## config.mk

```make
export PLATFORM = sky130hd
export DESIGN_NAME = sprite_rom_arbiter_flat
export DESIGN_NICKNAME = d
export VERILOG_FILES = /design/src/rtl/sprite_rom_arbiter_pkg.sv /design/src/rtl/sprite_rom_arbiter_if.sv /design/src/rtl/sprite_rom_arbiter_rr_pick.sv /design/src/rtl/sprite_rom_arbiter.sv /design/src/flat_wrapper.sv
export SDC_FILE = /design/constraint.sdc
export NUM_CORES = 1
export LEC_CHECK = 0
export ABC_CLOCK_PERIOD_IN_PS = 4900
export CAP_MARGIN = 20
export CORE_MARGIN = 5
export CORE_UTILIZATION = 43
export CTS_CLUSTER_SIZE = 10
export DETAILED_ROUTE_END_ITERATION = 7
export PLACE_DENSITY = 0.95
export SYNTH_ARGS = -nofsm -noshare
export SYNTH_HDL_FRONTEND = slang
export SYNTH_SLANG_ARGS = --single-unit
export TNS_END_PERCENT = 20
```

## constraint.sdc

```tcl
create_clock -name clk -period 4.9 [get_ports clk]
set_input_delay 0.735 -clock clk [delete_from_list [all_inputs] [get_ports clk]]
set_output_delay 0.735 -clock clk [all_outputs]
set_load 0.02 [all_outputs]
```

## src/rtl/sprite_rom_arbiter_pkg.sv

```systemverilog
// Shared constants and types for the sprite/HUD pixel ROM arbiter.
package sprite_rom_arbiter_pkg;

  localparam int N_REQ       = 3;
  localparam int ADDR_W      = 15;
  localparam int DATA_W      = 8;
  localparam int ROM_LAT_DEF = 2;
  localparam int ID_W        = 2;

  localparam logic [ID_W-1:0] REQ_P1  = 2'd0;
  localparam logic [ID_W-1:0] REQ_P2  = 2'd1;
  localparam logic [ID_W-1:0] REQ_HUD = 2'd2;

  typedef logic [DATA_W-1:0] pixel_t;
  typedef logic [ADDR_W-1:0] rom_addr_t;
  typedef logic [ID_W-1:0]   req_id_t;

  // One slot of the response-tag pipeline.
  typedef struct packed {
    logic    vld;
    req_id_t id;
  } tag_t;

  function automatic req_id_t next_id(input req_id_t id);
    return (id == req_id_t'(N_REQ - 1)) ? 2'd0 : id + 2'd1;
  endfunction

endpackage

```

## src/rtl/sprite_rom_arbiter_if.sv

```systemverilog
// Fetch-side handshake and ROM-side bus of the sprite ROM arbiter.
interface sprite_rom_arbiter_if;
  import sprite_rom_arbiter_pkg::*;

  logic                    pause;
  logic [N_REQ-1:0]        req;
  logic [N_REQ*ADDR_W-1:0] req_addr;
  logic [N_REQ-1:0]        gnt;
  logic                    rom_rd;
  rom_addr_t               rom_addr;
  pixel_t                  rom_data;
  logic                    rsp_valid;
  req_id_t                 rsp_id;
  pixel_t                  rsp_data;

  modport slave (
    input  pause, req, req_addr, rom_data,
    output gnt, rom_rd, rom_addr, rsp_valid, rsp_id, rsp_data
  );

  modport master (
    output pause, req, req_addr, rom_data,
    input  gnt, rom_rd, rom_addr, rsp_valid, rsp_id, rsp_data
  );

endinterface

```

## src/rtl/sprite_rom_arbiter_rr_pick.sv

```systemverilog
// Combinational round-robin picker: first asserted request at or after ptr wins.
module sprite_rom_arbiter_rr_pick
  import sprite_rom_arbiter_pkg::*;
(
  input  logic [N_REQ-1:0] req,
  input  req_id_t          ptr,
  output logic [N_REQ-1:0] gnt,
  output req_id_t          win,
  output logic             any
);

  // Walk the requesters in rotated order and latch the first hit.
  always_comb begin
    int      cand;
    req_id_t cand_id;
    logic    hit;
    any     = 1'b0;
    win     = 2'd0;
    gnt     = {N_REQ{1'b0}};
    cand    = 0;
    cand_id = 2'd0;
    hit     = 1'b0;
    for (int k = 0; k < N_REQ; k++) begin
      cand    = (int'(ptr) + k) % N_REQ;
      cand_id = req_id_t'(cand);
      hit     = ~any & req[cand_id];
      win     = hit ? cand_id : win;
      any     = any | hit;
    end
    for (int i = 0; i < N_REQ; i++) begin
      gnt[i] = any & (win == req_id_t'(i));
    end
  end

endmodule

```

## src/rtl/sprite_rom_arbiter.sv

```systemverilog
// Round-robin arbiter sharing one sprite/HUD pixel ROM between three fetch units,
// returning each read tagged with its requester after a fixed latency.
module sprite_rom_arbiter
  import sprite_rom_arbiter_pkg::*;
#(
  parameter int ROM_LAT = ROM_LAT_DEF
) (
  input  logic                 clk,
  input  logic                 rst_n,
  sprite_rom_arbiter_if.slave  bus
);

  req_id_t          ptr_q, ptr_d;
  req_id_t          win_s;
  logic             any_s;
  logic             grant_s;
  logic [N_REQ-1:0] pick_gnt_s;

  logic             rom_rd_q, rom_rd_d;
  rom_addr_t        rom_addr_q, rom_addr_d;
  req_id_t          iss_id_q, iss_id_d;

  tag_t             pipe_q [ROM_LAT];
  tag_t             pipe_d [ROM_LAT];

  sprite_rom_arbiter_rr_pick u_pick (
    .req (bus.req),
    .ptr (ptr_q),
    .gnt (pick_gnt_s),
    .win (win_s),
    .any (any_s)
  );

  // Grants are suppressed outright during pause and reset so requesters keep holding.
  assign grant_s = any_s & ~bus.pause & rst_n;
  assign bus.gnt = grant_s ? pick_gnt_s : {N_REQ{1'b0}};

  // Pointer rotation and issue-stage next state.
  always_comb begin
    ptr_d      = ptr_q;
    rom_rd_d   = 1'b0;
    rom_addr_d = rom_addr_q;
    iss_id_d   = iss_id_q;
    if (grant_s) begin
      ptr_d      = next_id(win_s);
      rom_rd_d   = 1'b1;
      rom_addr_d = bus.req_addr[win_s*ADDR_W +: ADDR_W];
      iss_id_d   = win_s;
    end else begin
      ptr_d      = ptr_q;
      rom_rd_d   = 1'b0;
    end
  end

  // Tag pipeline mirrors the ROM latency so the id lines up with rom_data.
  always_comb begin
    pipe_d[0] = '{vld: rom_rd_q, id: iss_id_q};
    for (int k = 1; k < ROM_LAT; k++) begin
      pipe_d[k] = pipe_q[k-1];
    end
  end

  // State registers.
  always_ff @(posedge clk or negedge rst_n) begin
    if (!rst_n) begin
      ptr_q      <= 2'd0;
      rom_rd_q   <= 1'b0;
      rom_addr_q <= {ADDR_W{1'b0}};
      iss_id_q   <= 2'd0;
      for (int k = 0; k < ROM_LAT; k++) begin
        pipe_q[k] <= '{vld: 1'b0, id: 2'd0};
      end
    end else begin
      ptr_q      <= ptr_d;
      rom_rd_q   <= rom_rd_d;
      rom_addr_q <= rom_addr_d;
      iss_id_q   <= iss_id_d;
      for (int k = 0; k < ROM_LAT; k++) begin
        pipe_q[k] <= pipe_d[k];
      end
    end
  end

  assign bus.rom_rd    = rom_rd_q;
  assign bus.rom_addr  = rom_addr_q;
  assign bus.rsp_valid = pipe_q[ROM_LAT-1].vld;
  assign bus.rsp_id    = pipe_q[ROM_LAT-1].id;
  assign bus.rsp_data  = bus.rom_data;

endmodule

```

## src/flat_wrapper.sv

```systemverilog
// flat-port wrapper written by rule: the top's interface ports become plain ports
module sprite_rom_arbiter_flat import sprite_rom_arbiter_pkg::*;
#(
  parameter int ROM_LAT = ROM_LAT_DEF
)
  (clk, rst_n, bus_pause, bus_req, bus_req_addr, bus_rom_data, bus_gnt, bus_rom_rd, bus_rom_addr, bus_rsp_valid, bus_rsp_id, bus_rsp_data);
  sprite_rom_arbiter_if bus_i ();
  input  logic clk;
  input  logic rst_n;
  input wire logic [$bits(bus_i.pause)-1:0] bus_pause;
  input wire logic [$bits(bus_i.req)-1:0] bus_req;
  input wire logic [$bits(bus_i.req_addr)-1:0] bus_req_addr;
  input wire logic [$bits(bus_i.rom_data)-1:0] bus_rom_data;
  output wire logic [$bits(bus_i.gnt)-1:0] bus_gnt;
  output wire logic [$bits(bus_i.rom_rd)-1:0] bus_rom_rd;
  output wire logic [$bits(bus_i.rom_addr)-1:0] bus_rom_addr;
  output wire logic [$bits(bus_i.rsp_valid)-1:0] bus_rsp_valid;
  output wire logic [$bits(bus_i.rsp_id)-1:0] bus_rsp_id;
  output wire logic [$bits(bus_i.rsp_data)-1:0] bus_rsp_data;
  assign bus_i.pause = bus_pause;
  assign bus_i.req = bus_req;
  assign bus_i.req_addr = bus_req_addr;
  assign bus_i.rom_data = bus_rom_data;
  assign bus_gnt = bus_i.gnt;
  assign bus_rom_rd = bus_i.rom_rd;
  assign bus_rom_addr = bus_i.rom_addr;
  assign bus_rsp_valid = bus_i.rsp_valid;
  assign bus_rsp_id = bus_i.rsp_id;
  assign bus_rsp_data = bus_i.rsp_data;
  sprite_rom_arbiter #(.ROM_LAT(ROM_LAT)) u_core (.clk(clk), .rst_n(rst_n), .bus(bus_i));
endmodule
```

==> run summary <==
Most frequent CP cell = clkdlybuf4s50_1
Synth Area in XOR/XNOR = 0%
Peak VDD IR = 0.2962 mV
Min-Delay Path Class = flop to flop
Proportion of synthesized area in mux cells = 5.171%
Commonest non-fill, non-tap cells in the layout = 72 x clkdlybuf4s50_1, 26 x dfrtp_1, 20 x nand2_1
Placed Instances = 276
I/O Pins = 89
Crit start category = input pin
Non-Filler Instances = 280
Required time of the critical path = 4.16 ns
WP data arrival = 3.38 ns
Distinct cells, synth = 36
Die Y = 73.21 µm
Setup slack, reg-to-reg = 1.97 ns
Die X-Extent = 73.21 µm
Yosys warning total = 0
Final Hold Vio Count = 0
WL final = 4958 µm
Post-synthesis compound-gate area fraction = 32.05%
Final slew viol count = 0
Area share of the largest cell type after synthesis = 37.87%
Clk_lat worst skew = 0.28 ns
Via count = 1582
Total Power = 1.440 mW
Max-cap violations = 0
Die area = 5359 µm²
DR pass1 iterations = 4
Critical-path top delay cell = o311ai_4
Drt via density = 5.650
Grt ovf = 0
FF+latch count, synth = 26
Layout fillers = 335
CTS tree = built
Clock Skew = 0.01042 ns
Vias in the first global route = 1583
Number of buffers created by CTS = 3
# port buffers = 72
Share of cells above drive strength 1 = 9.565%
Combinational family with the most area after synthesis = compound AO/OA/AOI/OAI gates
First-pass GRT wire length = 7672 µm
Crit-path cells = clkdlybuf4s50_1, mux2_4, mux2_2, o311ai_4, nor2_1, clkdlybuf4s50_1
Worst-Margin Slew = 0.8511 ns
Mapped cell area = 1718 µm²
Post-route ant nets = 0
CTS root buffer = clkbuf_8
Min Tclk post-route = 4.116 ns
Cell taking the most area after synthesis = dfrtp_1
Fmax = 0.2430 GHz
H-tree depth = 1
Seq/Total Area, Yosys = 37.87%
GRT busiest layer = met2
Rows = 23
GPL Wtd Cong = 0.8145
Total Routing Usage GR = 18.62%
Clock tree sinks = 26
Setup Buffers After CTS = 0
Hold buffer count at cts = 0
Leak = 1.006 nW
Routed WL per cell = 17.71 µm
Slew Limit Headroom = 43.26%
Status = completed
Diodes inserted = 0
Worst-case clock buffer depth = 2
Adder-cell share of the synthesized area = 2.913%
Avg Cell Area, Syn = 9.988 µm²
Largest net degree at the start of global routing = 27
Final setup violation count = 0
Post-DP HPWL = 3597 µm
Final Net Count = 294
Top post-synthesis cells by area = dfrtp_1 38%, a221oi_2 7.0%, o31ai_1 7.0%
Initial antenna violation count = 0
M3 GR Usage = 2.479%
Worst-path clk slew = 0.08 ns
GRT met2 Usage = 30.19%
Simple-gate area share of the yosys netlist = 12.31%
P&R area growth vs syn = 41.73%
CP bufs+invs = 2
RSZ-0062 raised after global routing = no
Slowest stage delay, CP = 0.67 ns
Core Area = 3943 µm²
Crit. End Element = primary output
Initial core utilization = 43.57%
Crit path kind = input pin to primary output
Crit share post-route = 84.00%
DR DRC count = 0
Met1 Use GR = 25.06%
DRT iter0 DRCs = 214
Setup_tns = 0 ns
Mapped Nets = 235
Max FO, Critical Path = 17
Crit-path leading delay family = buffers and inverters
Gate Count Post-Synth = 172
Commonest non-fill, non-tap cell in the layout = clkdlybuf4s50_1
Post-cts repair resize count = 0
Power Density = 591.4 nW/µm²
cell families (layout without fill, tap and decap cells):
logic type | Yosys count | in the layout
DFF | 26 | 26
AOI/OAI and AO/OA | 61 | 61
muxes | 6 | 6
adders and majority gates | 4 | 4
and+or+nand+nor | 48 | 48
buffers and inverters | 27 | 85
area by class of cell:
cell class	count	area, µm²	area share [%]
sequential	26	650.6	26.72
inverter	6	22.52	0.9250
clock buffer	4	55.05	2.261
multi-input combinational	119	900.9	37.00
tap	50	62.56	2.569
timing repair buffer	75	743.2	30.52
power by group:
part	leakage (nW)	total (mW)	switching, mW	internal, mW
Combinational	0.648	0.944	0.543	0.401
Sequential	0.329	0.354	0.0469	0.307
Clock	0.0288	0.142	0.0703	0.0720
Total	1.01	1.44	0.661	0.779
cells in the mapped netlist (all sizes together):
cell type,number
a21boi,15
a21o,3
a21oi,1
a221oi,15
a311oi,1
a31oi,1
a32o,1
a32oi,2
and2b,1
buf,16
clkbuf,5
dfrtp,26
ha,4
inv,6
mux2,4
mux2i,2
nand2,20
nand3b,2
nand4b,1
nor2,17
nor2b,3
nor3,3
o211ai,1
o21ai,3
o311a,1
o311ai,1
o31ai,16
or2b,1
metal layers:
layer / share of wire [%] / routed length (µm)
met5: 0 / 0
met4: 1.7 / 82
met3: 8.1 / 401
met2: 46 / 2275
met1: 44 / 2198
sequential cells by signal (all words and copies together), names as in the netlist:
register / count
u_core.bus.rsp_valid: 1
u_core.ptr_q: 2
u_core.bus.rom_addr: 15
u_core.iss_id_q: 2
u_core.bus.rom_rd: 1
u_core.bus.rsp_id: 2
u_core.pipe_d: 3
per-stage QoR:
| step | instance area, µm² | util [%] | setup slack [ns] | hold WS, ns |
|---|---|---|---|---|
| final | 2435 | 61.76 | 0.7839 | 0.3516 |
| after global routing | 2435 | 61.76 | 0.6198 | 0.3625 |
| after CTS | 2435 | 61.76 | 0.7993 | 0.3547 |
| after detailed placement | 2380 | 60.36 | 0.7966 | 0.3347 |
| after global placement | 2380 | 60.36 | 0.8773 | 0.3337 |
| after floorplan | 1718 | - | 1.869 | 0.3312 |
final timing paths:
kind                             startpoint                 endpoint  depth (start not counted)
setup reg to reg            u_core.ptr_q[1]  u_core.bus.rom_addr[12]                          8
hold reg to reg            u_core.pipe_d[2]     u_core.bus.rsp_valid                          0
min in group asynchronous             rst_n   u_core.bus.rom_addr[7]                          2
max in group asynchronous             rst_n     u_core.bus.rsp_id[0]                          2
hold / removal             u_core.pipe_d[2]     u_core.bus.rsp_valid                          0
setup / recovery                 bus_req[1]               bus_gnt[2]                          6
Power figures use the tool's default switching activity.
